--- src/rtl/pipe_pkg.sv ---
// pipe_pkg: shared types for the RV32I elastic pipeline register slices
package pipe_pkg;
    typedef enum logic [1:0] {PR_EMPTY, PR_ONE, PR_FULL} pr_state_t;
    typedef struct packed {
        logic       reg_write;
        logic       mem_read;
        logic       mem_write;
        logic [1:0] wb_sel;
        logic [2:0] mem_type;
    } exmem_ctrl_t;
    localparam int EXMEM_DATA_W = 165;
endpackage

--- src/rtl/pipe_sat_counter.sv ---
// pipe_sat_counter: saturating event counter, adds 0..3 per cycle, never wraps
module pipe_sat_counter #(
    parameter int CNT_W = 16
) (
    input  logic             i_clk,
    input  logic             i_arst_n,
    input  logic [1:0]       i_inc,
    output logic [CNT_W-1:0] o_cnt
);
    localparam int SW = (CNT_W > 2 ? CNT_W : 2) + 1;
    logic [SW-1:0] sum;
    assign sum = SW'(o_cnt) + SW'(i_inc);
    always_ff @(posedge i_clk or negedge i_arst_n)
        if (!i_arst_n) o_cnt <= '0;
        else o_cnt <= sum > SW'({CNT_W{1'b1}}) ? '1 : sum[CNT_W-1:0];
endmodule

--- src/rtl/pipe_reg_elastic.sv ---
// pipe_reg_elastic: valid/ready pipeline slice with optional skid entry, flush and drop counter
module pipe_reg_elastic
    import pipe_pkg::*;
#(
    parameter int DATA_W              = 128,
    parameter int CTRL_W              = 8,
    parameter int SKID                = 1,
    parameter int CLEAR_DATA_ON_FLUSH = 0,
    parameter int CNT_W               = 16
) (
    input  logic              i_clk,
    input  logic              i_arst_n,
    input  logic              i_flush,
    input  logic              i_stall,
    input  logic              i_valid,
    output logic              o_ready,
    input  logic [DATA_W-1:0] i_data,
    input  logic [CTRL_W-1:0] i_ctrl,
    output logic              o_valid,
    input  logic              i_ready,
    output logic [DATA_W-1:0] o_data,
    output logic [CTRL_W-1:0] o_ctrl,
    output logic [1:0]        o_occupancy,
    output logic [CNT_W-1:0]  o_drop_cnt
);
    pr_state_t         state, nxt;
    logic              ready_q, acc, take;
    logic [DATA_W-1:0] skid_d;
    logic [CTRL_W-1:0] skid_c;
    logic [1:0]        drop_inc;

    assign o_valid     = state != PR_EMPTY;
    assign o_occupancy = state;
    assign take        = o_valid & i_ready & ~i_stall;
    assign o_ready     = SKID != 0 ? ready_q : (~o_valid | take);
    assign acc         = i_valid & o_ready;
    assign drop_inc    = i_flush ? o_occupancy - 2'(take) + 2'(acc) : 2'd0;

    // Without a skid entry acc in ONE implies take, so FULL is never reached.
    always_comb
        nxt = i_flush ? PR_EMPTY :
              state == PR_EMPTY ? (acc ? PR_ONE : PR_EMPTY) :
              state == PR_ONE ? (acc & ~take ? PR_FULL : (~acc & take ? PR_EMPTY : PR_ONE)) :
              (take ? PR_ONE : PR_FULL);

    always_ff @(posedge i_clk or negedge i_arst_n)
        if (!i_arst_n) begin
            state   <= PR_EMPTY;
            ready_q <= 1'b1;
            o_data  <= '0;
            o_ctrl  <= '0;
            skid_d  <= '0;
            skid_c  <= '0;
        end else begin
            state   <= nxt;
            ready_q <= nxt != PR_FULL;
            if (i_flush) begin
                o_ctrl <= '0;
                if (CLEAR_DATA_ON_FLUSH != 0) o_data <= '0;
            end else if (acc & (state == PR_EMPTY | take)) begin
                o_data <= i_data;
                o_ctrl <= i_ctrl;
            end else if (take & state == PR_FULL) begin
                o_data <= skid_d;
                o_ctrl <= skid_c;
            end else if (take) begin
                o_ctrl <= '0;
            end
            if (acc & ~take & state == PR_ONE) begin
                skid_d <= i_data;
                skid_c <= i_ctrl;
            end
        end

    pipe_sat_counter #(.CNT_W(CNT_W)) u_drop_cnt (
        .i_clk    (i_clk),
        .i_arst_n (i_arst_n),
        .i_inc    (drop_inc),
        .o_cnt    (o_drop_cnt)
    );
endmodule

--- config.mk ---
export PLATFORM = sky130hd
export DESIGN_NAME = pipe_reg_elastic
export DESIGN_NICKNAME = d
export VERILOG_FILES = /design/src/rtl/pipe_pkg.sv /design/src/rtl/pipe_sat_counter.sv /design/src/rtl/pipe_reg_elastic.sv
export SDC_FILE = /design/constraint.sdc
export NUM_CORES = 1
export LEC_CHECK = 0
export CORE_MARGIN = 3
export CORE_UTILIZATION = 55
export DETAILED_ROUTE_END_ITERATION = 7
export GPL_TIMING_DRIVEN = 0
export HOLD_SLACK_MARGIN = 0.15
export PLACE_DENSITY = 0.86
export SYNTH_ARGS = -nofsm -noshare
export SYNTH_HDL_FRONTEND = slang
export SYNTH_SLANG_ARGS = --single-unit
--- constraint.sdc ---
create_clock -name i_clk -period 4.2 [get_ports i_clk]
set_input_delay 0.84 -clock i_clk [delete_from_list [all_inputs] [get_ports i_clk]]
set_output_delay 0.84 -clock i_clk [all_outputs]
set_load 0.005 [all_outputs]
==> results of run 1 <==
## worst min-delay path by stage
stage | to | slack (ns) | from | cells after the start
2_1_floorplan | skid_d[73] | 0.47 | skid_d[73] | 1
3_3_place_gp | o_ctrl[6] | 0.47 | o_ctrl[6] | 1
3_5_place_dp | o_ctrl[6] | 0.48 | o_ctrl[6] | 1
4_1_cts | o_data[48] | 0.30 | i_arst_n | 1
5_1_grt | skid_d[49] | 0.33 | i_arst_n | 1
6_report | o_data[49] | 0.30 | i_arst_n | 1
## metrics by stage
stage                     setup TNS (ns)  hold slack (ns)  instance area (µm²)
final                                  0            0.299                17600
after floorplan                        0            0.474                13200
after CTS                              0            0.300                17600
after global routing                   0            0.328                17600
after detailed placement               0            0.479                16600
after global placement          -3009.71            0.470                16500
## synthesized netlist by cell type, types with 2 or more instances
master / count / area, µm²
a21oi_1: 6 / 30.0
a31oi_1: 3 / 18.8
and2_1: 2 / 12.5
and4_1: 4 / 35.0
buf_2: 15 / 75.1
buf_4: 4 / 30.0
buf_6: 25 / 282
dfrtp_1: 290 / 7260
ha_1: 5 / 62.6
inv_1: 7 / 26.3
mux2_1: 121 / 1360
mux2_2: 184 / 2070
mux2_4: 88 / 1320
mux2i_1: 8 / 80.1
nand2_1: 13 / 48.8
nand2b_1: 4 / 25.0
nand3_1: 6 / 30.0
nand3b_1: 2 / 15.0
nand4_1: 2 / 12.5
nor2_1: 4 / 15.0
nor3_1: 3 / 15.0
nor4_1: 3 / 18.8
o21ai_0: 7 / 35.0
o2bb2ai_1: 8 / 70.1
or3_1: 2 / 12.5
xnor2_1: 8 / 70.1
## flip-flops by register name, summed over array words and instances (netlist names)
register          count
o_ctrl                8
u_drop_cnt.o_cnt     16
skid_c                8
o_data              128
skid_d              128
o_ready               1
o_occupancy           2
## logic make-up after synthesis
| group | Yosys count | synth area share [%] |
|---|---|---|
| muxes | 401 | 36.7 |
| and+or+nand+nor | 50 | 2.17 |
| DFF | 291 | 55.3 |
| AOI/OAI and AO/OA | 27 | 1.44 |
| adders and majority gates | 6 | 0.627 |
| xor gates and xnor gates | 8 | 0.532 |
| buffers and inverters | 52 | 3.17 |
## cell type report
type                            instances  area [µm²]
Clock inverter                          3        46.3
Inverter                                7        26.3
Antenna cell                            1        2.50
Fill cell                            1418        5490
Multi-Input combinational cell        492        5460
Timing Repair Buffer                  299        3030
Buffer                                 45         390
Tap cell                              313         392
Sequential cell                       291        7280
Clock buffer                           52         925
## report_power, final
group | leakage, nW | internal [mW] | switching [mW] | total (mW)
sequential | 3.49 | 4.04 | 0.720 | 4.76
clock | 0.473 | 1.55 | 1.07 | 2.61
combinational | 3.62 | 2.75 | 1.22 | 3.98
total | 7.59 | 8.33 | 3.01 | 11.3
## per-layer routing
layer / global-route usage [%] / vias to the layer above / routed length [µm]
met5: 0 / - / 13
met4: 5.48 / 2 / 650
met3: 6.27 / 38 / 1980
met2: 41.4 / 245 / 15500
met1: 29.9 / 4089 / 12400
li1: - / 3672 / -
==> summary.md, run 1 <==
| Metric | Value |
|---|---|
| Setup violators final | `0` |
| Placement Setup Slack | `0.0434 ns` |
| Crit. Startpoint | `i_stall` |
| Post-synth EDFFs | `0` |
| H-tree depth | `1` |
| Die X | `161 µm` |
| Site Rows | `55` |
| CP Buf/Inv Count | `2` |
| Final #Nets | `1315` |
| WL/cell | `20.3 µm` |
| Min cycle time layout | `3.69 ns` |
| Sequential area share after synthesis | `55.3%` |
| Largest net degree at the start of global routing | `123` |
| Mean Syn Cell Area | `15.8 µm²` |
| Mapped Area | `approximately 13000 µm²` |
| Reg2Reg Depth | `14` |
| Post_cts resized | `0` |
| Clock Latency Late Sink | `roughly 0.54 ns` |
| HP Class | `in2async` |
| First-pass iteration count of the detailed router | `4` |
| CP Capture Point | `u_drop_cnt.o_cnt[15]` |
| DRC | `0` |
| Worst setup EP type | `flip-flop` |
| Vias per Instance | `between 5 and 6` |
| DIE HEIGHT | `161 µm` |
| Critical Path RT | `4.67 ns` |
| Syn_nets | `983` |
| Pwr dens | `646 nW/µm²` |
| Slew at the pin with the worst max-slew slack | `0.642 ns` |
| Data arrival, critical path | `4.15 ns` |
| Placed cells | `1447` |
| Vias in the first global route | `8964` |
| Delay-heaviest family, CP | `simple AND/OR/NAND/NOR gates` |
| Top_reg_cell synth | `dfrtp_1` |
| Initial Util | `57.1%` |
| Final HPWL from detailed placement | `21300 µm` |
| Setup Skew | `0.0117 ns` |
| Hold Violations, Final | `0` |
| Max_cap viols | `0` |
| Post-Layout Cell Count | `1503` |
| Gr ovfl total | `0` |
| WP depth | `14` |
| Routed vias | `around 8000` |
| Commonest non-fill, non-tap cell in the layout | `clkdlybuf4s50_1` |
| Total CTS buffers | `31` |
| Fin util | `76.2%` |
| Netlist cell types | `37` |
| CTS Root Cell | `clkbuf_16` |
| Period utilization | `87.8%` |
| Layout cells sized above 1 | `30.7%` |
| #FFs+latches synth | `about 290` |
| RR Startpoint | `o_occupancy[1]` |
| CP Launch Type | `primary input` |
| Clock transition at path regs | `0.06 ns` |
| Synth async-reset ratio | `100%` |
| Full die area | `around 26000 µm²` |
| Fmax | `271 MHz` |
| Initial antenna violation count | `2` |
| Number of port buffers | `between 200 and 300` |
| Hold Buf Count CTS | `0` |
| Commonest cells after routing, fill and taps aside | `296 x clkdlybuf4s50_1, 290 x dfrtp_1, 184 x mux2_2` |
| R2r endpoint | `u_drop_cnt.o_cnt[15]` |
| Final Power | `11.3 mW` |
| Slew headroom | `57.2%` |
| Routed WL | `30600 µm` |
| Synthesized instance count | `835` |
| Setup ws final | `0.514 ns` |
| # Post-CTS Setup Buffers | `0` |
| RD Place Congestion | `0.800` |
| Peak supply drop | `0.375 mV` |
| Drt initial violations | `392` |
| Global-route wire length before repair | `49300 µm` |
| Unrepaired setup endpoints after global routing | `false` |
| P_leak | `roughly 7.6 nW` |
| Worst path max stage delay | `0.62 ns` |
| Crit path kind | `in2reg` |
| FF-to-FF setup slack | `0.86 ns` |
| Max Root-Sink Buffers | `3` |
| Worst-path fanout max | `6` |
| Status | `completed` |
| Total track usage | `23.8%` |
| Crit-path cells | `clkdlybuf4s50_1, and2b_1, nand2_1, ha_1, inv_1, ha_1, xnor2_1, xnor2_1, and2_1, fa_1, nand4_1, or4b_4, and4_1, nor2_1` |
| Crit-path slowest cell | `or4b_4` |
| Core ar. | `23100 µm²` |
| CTS tree | `yes` |
| Number of synthesis warnings | `0` |
| Layout area overhead | `33.4%` |
| Slew Limit Fails | `0` |
| Num Clock Sinks | `291` |
| I/O pins | `298` |
| Antenna-violating nets left | `0` |
(Power assumes the default switching activity.)
==> run 2, diff against run 1 <==
CORE_ASPECT_RATIO = 1.1   (was unset)
==> run 2 against run 1 <==
  * Routed wire length fell by 0.30%
  * Clock-buffer cell count fell by 13
  * Sequential power barely moved
  * Clock skew fell by 0.0036 ns
  * Register-to-register slack got worse by 0.05 ns
==> summary.md, run 2 (synthesized netlist as in run 1, its figures left out) <==
| Metric | Value |
|---|---|
| Status | `completed` |
| CTS tree | `yes` |
| Top Registers | `o_data: 128 flops, skid_d: 128 flops, u_drop_cnt.o_cnt: 16 flops` |
| Clock Latency Late Sink | `0.54 ns (about the same)` |
| HP Class | `in2async` |
| Number of port buffers | `297 (unchanged)` |
| Final HPWL from detailed placement | `21200 µm (-0.33%)` |
| WL/cell | `20.5 µm (+0.97%)` |
| Largest net degree at the start of global routing | `114 (-7.3%)` |
| Num Clock Sinks | `291 (unchanged)` |
| Drt initial violations | `325 (-17%)` |
| Met3 capacity usage during global routing | `5.06% (-1.2 points)` |
| CTS Root Cell | `clkbuf_16` |
| Unrepaired setup endpoints after global routing | `false` |
| FF-to-FF setup slack | `0.81 ns (-0.05 ns)` |
| Hold Buf Count CTS | `0 (unchanged)` |
| Pwr dens | `644 nW/µm² (-0.33%)` |
| R2r endpoint | `u_drop_cnt.o_cnt[13]` |
| Crit-path slowest cell | `or4b_4` |
| Peak supply drop | `0.434 mV (+16%)` |
| Die X | `154 µm (-4.5%)` |
| RD Place Congestion | `0.755 (-5.6%)` |
| Max Root-Sink Buffers | `3 (unchanged)` |
| Vias in the first global route | `8807 (-1.8%)` |
| Final #Nets | `1314 (-0.076%)` |
| DIE HEIGHT | `168 µm (+4.7%)` |
| Initial antenna violation count | `0 (-2)` |
| Data arrival, critical path | `4.14 ns (about the same)` |
| Slew headroom | `55.6% (-1.6 points)` |
| Setup violators final | `0 (unchanged)` |
| Worst path max stage delay | `0.62 ns (about the same)` |
| Reg2Reg Depth | `14 (unchanged)` |
| Clock transition at path regs | `0.06 ns (about the same)` |
| Fmax | `271 MHz (-0.18%)` |
| ANT cells | `0 (-1)` |
| Commonest non-fill, non-tap cell in the layout | `clkdlybuf4s50_1` |
| Worst setup EP type | `flip-flop` |
| Crit path kind | `in2reg` |
| First-pass iteration count of the detailed router | `4 (unchanged)` |
| I/O pins | `298 (unchanged)` |
| Slew Limit Fails | `0 (unchanged)` |
| Antenna-violating nets left | `0 (unchanged)` |
| H-tree depth | `1 (unchanged)` |
| Vias per Instance | `5.41 (+0.99%)` |
| Routed WL | `30500 µm (-0.30%)` |
| Gr ovfl total | `0 (unchanged)` |
| P_leak | `7.60 nW (about the same)` |
| Critical Path RT | `4.65 ns (-0.02 ns)` |
| Total track usage | `23.3% (-0.50 points)` |
| Layout area overhead | `33.1%` |
| Core ar. | `23200 µm² (+0.73%)` |
| Layout cells sized above 1 | `31.3% (+0.55 points)` |
| Site Rows | `58 (+5.5%)` |
| Routed vias | `8023 (-0.29%)` |
| Grt met1 use | `30.2% (+0.29 points)` |
| CP Launch Type | `primary input` |
| Fin util | `75.5% (-0.72 points)` |
| Global-route wire length before repair | `48900 µm (-0.87%)` |
| Total CTS buffers | `30 (-3.2%)` |
| Period utilization | `87.9% (+0.16 points)` |
| Hold Violations, Final | `0 (unchanged)` |
| Worst-path fanout max | `10 (+4)` |
| Setup Skew | `0.00805 ns (-0.00365 ns)` |
| DRC | `0 (unchanged)` |
| Max_cap viols | `0 (unchanged)` |
| Met2 global-route usage | `40.4% (-0.98 points)` |
| RR Startpoint | `o_occupancy[1]` |
| Min cycle time layout | `3.69 ns (+0.00660 ns)` |
| Initial Util | `56.7% (-0.42 points)` |
| Commonest cells after routing, fill and taps aside | `296 x clkdlybuf4s50_1, 290 x dfrtp_1, 184 x mux2_2` |
| Full die area | `25800 µm² (about the same)` |
| Top Usage Layer GRT | `met2` |
| Crit-path cells | `clkdlybuf4s50_1, and2b_1, nand2_1, ha_1, inv_1, ha_1, xnor2_1, xnor2_1, and2_1, fa_1, nand4_1, or4b_4, buf_2, o21ai_0` |
| Final instance area | `17500 µm² (-0.22%)` |
| # Post-CTS Setup Buffers | `0 (unchanged)` |
| Slew at the pin with the worst max-slew slack | `0.666 ns (+0.0233 ns)` |
| Post_cts resized | `0 (unchanged)` |
| Placed cell area | `16600 µm² (about the same)` |
run 2: cell types whose count changed in the layout (fill, tap and decap cells not counted):
cell and delta:
clkbuf_1 -10, clkinv_2 +8, clkbuf_8 -3, bufinv_16 +1, diode_2 -1, inv_8 -1
run 2: where the power goes:
| part | switching (mW) | internal, mW | leakage (nW) |
|---|---|---|---|
| Clock | 1.06 | 1.52 | 0.479 |
| Sequential | 0.714 | 4.04 | 3.49 |
| Combinational | 1.20 | 2.75 | 3.62 |
| Total | 2.98 | 8.31 | 7.60 |
run 2: worst max path at each step:
stage,from,to,slack [ns],cells after the start
3_5_place_dp,i_ready,u_drop_cnt.o_cnt[13],-0.03,14
6_report,i_ready,u_drop_cnt.o_cnt[13],0.51,14
4_1_cts,i_ready,u_drop_cnt.o_cnt[13],0.48,14
3_3_place_gp,i_arst_n,o_data[20],-10.39,1
2_1_floorplan,i_stall,u_drop_cnt.o_cnt[15],0.74,13
5_1_grt,i_ready,u_drop_cnt.o_cnt[13],0.21,14
run 2: metal layers:
| metal | part of all wire, % | vias up |
|---|---|---|
| li1 | - | 3658 |
| met1 | 42 | 4124 |
| met2 | 50 | 204 |
| met3 | 6.1 | 37 |
| met4 | 1.7 | 0 |
| met5 | 0 | - |
run 2: critical path, delay by kind of cell:
| kind | cells | cell delay, ns |
|---|---|---|
| and+or+nand+nor | 5 | 1.39 |
| adders and majority gates | 3 | 0.77 |
| buffers and inverters | 3 | 0.72 |
| xor gates and xnor gates | 2 | 0.31 |
| AOI/OAI and AO/OA | 1 | 0.10 |
run 2: area by class of cell:
| class | count | area [µm²] |
|---|---|---|
| Inverter | 7 | 26.3 |
| Sequential cell | 291 | 7280 |
| Buffer | 45 | 390 |
| Tap cell | 300 | 375 |
| Clock buffer | 39 | 846 |
| Clock inverter | 11 | 105 |
| Fill cell | 1461 | 5700 |
| Multi-Input combinational cell | 492 | 5460 |
| Timing Repair Buffer | 299 | 3030 |
run 2: through the flow:
step | hold WS [ns] | std cells | power [mW] | TNS (ns) | setup WS [ns]
final | 0.257 | 1484 | 11.3 | 0 | 0.508
after global routing | 0.294 | 1484 | 11.9 | 0 | 0.215
after CTS | 0.268 | 1484 | 11.4 | 0 | 0.481
after detailed placement | 0.477 | 1434 | 8.73 | -0.0278 | -0.0262
after global placement | 0.469 | 1432 | 8.55 | -3011.62 | -10.39
after floorplan | 0.474 | 835 | 6.61 | 0 | 0.740
==> run 3, diff against run 2 <==
CORE_ASPECT_RATIO = 0.5   (was 1.1)
CORE_UTILIZATION = 38   (was 55)
PLACE_DENSITY = 0.63   (was 0.86)
TNS_END_PERCENT = 5   (was unset)
==> run 3 against run 2 <==
  * First-iteration DRC count down 23%
  * Critical path depth unchanged
  * Design area up 1.4%
  * Largest cell class unchanged
==> summary.md, run 3 (synthesized netlist as in run 1, its figures left out) <==
| Metric | Value |
|---|---|
| Pwr dens | `636 nW/µm² (-1.3%)` |
| Die X | `269 µm (+75%)` |
| Global-route wire length before repair | `50600 µm (+3.5%)` |
| Total CTS buffers | `28 (-6.7%)` |
| Num Clock Sinks | `291 (unchanged)` |
| DRC | `0 (unchanged)` |
| Post-Layout Cell Count | `1653 (+11%)` |
| Placed cell area | `16800 µm² (+1.4%)` |
| Setup ws final | `0.530 ns (+0.0224 ns)` |
| H-tree depth | `1 (unchanged)` |
| Hold Buf Count CTS | `0 (unchanged)` |
| P_leak | `7.60 nW (+0.11%)` |
| Final HPWL from detailed placement | `23700 µm (+12%)` |
| Top Registers | `o_data: 128 flops, skid_d: 128 flops, u_drop_cnt.o_cnt: 16 flops` |
| Min cycle time layout | `3.67 ns (-0.0224 ns)` |
| Gr ovfl total | `0 (unchanged)` |
| Commonest non-fill, non-tap cell in the layout | `clkdlybuf4s50_1` |
| Unrepaired setup endpoints after global routing | `false` |
| Setup Skew | `0.00891 ns (+0.000856 ns)` |
| I/O pins | `298 (unchanged)` |
| # Post-CTS Setup Buffers | `0 (unchanged)` |
| Core ar. | `33600 µm² (+45%)` |
| Commonest cells after routing, fill and taps aside | `296 x clkdlybuf4s50_1, 290 x dfrtp_1, 184 x mux2_2` |
| DIE HEIGHT | `138 µm (-18%)` |
| Crit path kind | `in2reg` |
| Fmax | `272 MHz (+0.61%)` |
| Post_cts resized | `0 (unchanged)` |
| Setup violators final | `0 (unchanged)` |
| Layout area overhead | `35.0%` |
| WL/cell | `19.7 µm (-4.1%)` |
| Slew headroom | `55.6% (about the same)` |
| Final instance area | `17800 µm² (+1.4%)` |
| Number of port buffers | `297 (unchanged)` |
| Worst setup EP type | `flip-flop` |
| CP Launch Type | `primary input` |
| Hold Violations, Final | `0 (unchanged)` |
| Placement Setup Slack | `-0.0389 ns (-0.0127 ns)` |
| RD Place Congestion | `0.766 (+1.5%)` |
| Drt initial violations | `250 (-23%)` |
| Final #Nets | `1313 (-0.076%)` |
| HP Class | `in2async` |
| Period utilization | `87.4% (-0.53 points)` |
| Largest net degree at the start of global routing | `87 (-24%)` |
| Clock Latency Late Sink | `0.55 ns (about the same)` |
| Final Power | `11.3 mW (+0.12%)` |
| Antenna-violating nets left | `0 (unchanged)` |
| Slew at the pin with the worst max-slew slack | `0.665 ns (-0.000926 ns)` |
| Worst-path fanout max | `10 (unchanged)` |
| Peak supply drop | `0.251 mV (-42%)` |
| Data arrival, critical path | `4.13 ns (about the same)` |
| Routed vias | `7930 (-1.2%)` |
| Clock transition at path regs | `0.07 ns (about the same)` |
| Vias per Instance | `4.80 (-11%)` |
| Slew Limit Fails | `0 (unchanged)` |
| Site Rows | `47 (-19%)` |
| Max_cap viols | `0 (unchanged)` |
| CTS tree | `yes` |
| Fin util | `52.9% (-23 points)` |
| Max Root-Sink Buffers | `3 (unchanged)` |
| Total track usage | `17.2% (-6.1 points)` |
| Initial Util | `39.2% (-17 points)` |
| Filler instances | `2746 (+88%)` |
| Vias in the first global route | `8791 (-0.18%)` |
| Critical Path RT | `4.66 ns (about the same)` |
| First-pass iteration count of the detailed router | `4 (unchanged)` |
| Full die area | `37000 µm² (+43%)` |
| Initial antenna violation count | `3 (+3)` |
| Placed cells | `1600 (+12%)` |
| CTS Root Cell | `clkbuf_16` |
| Routed WL | `32600 µm (+6.9%)` |
| Layout cells sized above 1 | `31.3% (+0.058 points)` |
| Status | `completed` |
run 3: worst paths after layout:
kind	from	to	depth (start not counted)	slack [ns]
max	i_ready	u_drop_cnt.o_cnt[13]	14	0.53
min	i_arst_n	o_data[30]	1	0.22
max reg2reg	o_occupancy[1]	u_drop_cnt.o_cnt[13]	14	0.88
min reg2reg	o_ctrl[6]	o_ctrl[6]	1	0.49
max in group asynchronous	i_arst_n	o_ready	4	2.42
min in group i_clk	o_ctrl[6]	o_ctrl[6]	1	0.49
run 3: layout make-up:
cell class | instances | area [µm²] | area share, %
flip-flops and latches | 291 | 7280 | 41.0
repair buffers | 300 | 3060 | 17.2
clock inverters | 5 | 52.6 | 0.296
clock buffers | 45 | 906 | 5.10
diodes | 3 | 7.51 | 0.0422
well taps | 465 | 582 | 3.27
plain buffers | 45 | 390 | 2.20
multi-input cells | 492 | 5460 | 30.7
inverters | 7 | 26.3 | 0.148
run 3: critical path, cell delays in order:
cell,delay (ns)
clkdlybuf4s50_1,0.50
and2b_1,0.22
nand2_1,0.10
ha_1,0.30
inv_1,0.04
ha_1,0.18
xnor2_1,0.19
xnor2_1,0.14
and2_1,0.19
fa_1,0.27
nand4_1,0.23
or4b_4,0.62
buf_2,0.20
o21ai_0,0.09
run 3: power by group:
part	total [mW]	internal (mW)	switching, mW
Combinational	3.98	2.75	1.23
Sequential	4.72	4.03	0.684
Clock	2.60	1.53	1.07
Total	11.3	8.31	2.98
run 3: per-stage QoR:
step / hold WS, ns / TNS, ns
after floorplan: 0.474 / 0
after global placement: 0.478 / -2982.68
after detailed placement: 0.479 / -0.134
after CTS: 0.219 / 0
after global routing: 0.236 / 0
final: 0.217 / 0
run 3: routing by layer:
| metal | GRT usage, % | wire, µm |
|---|---|---|
| met5 | 0.132 | 0 |
| met4 | 4.99 | 785 |
| met3 | 2.66 | 810 |
| met2 | 32.4 | 17900 |
| met1 | 20.5 | 13100 |
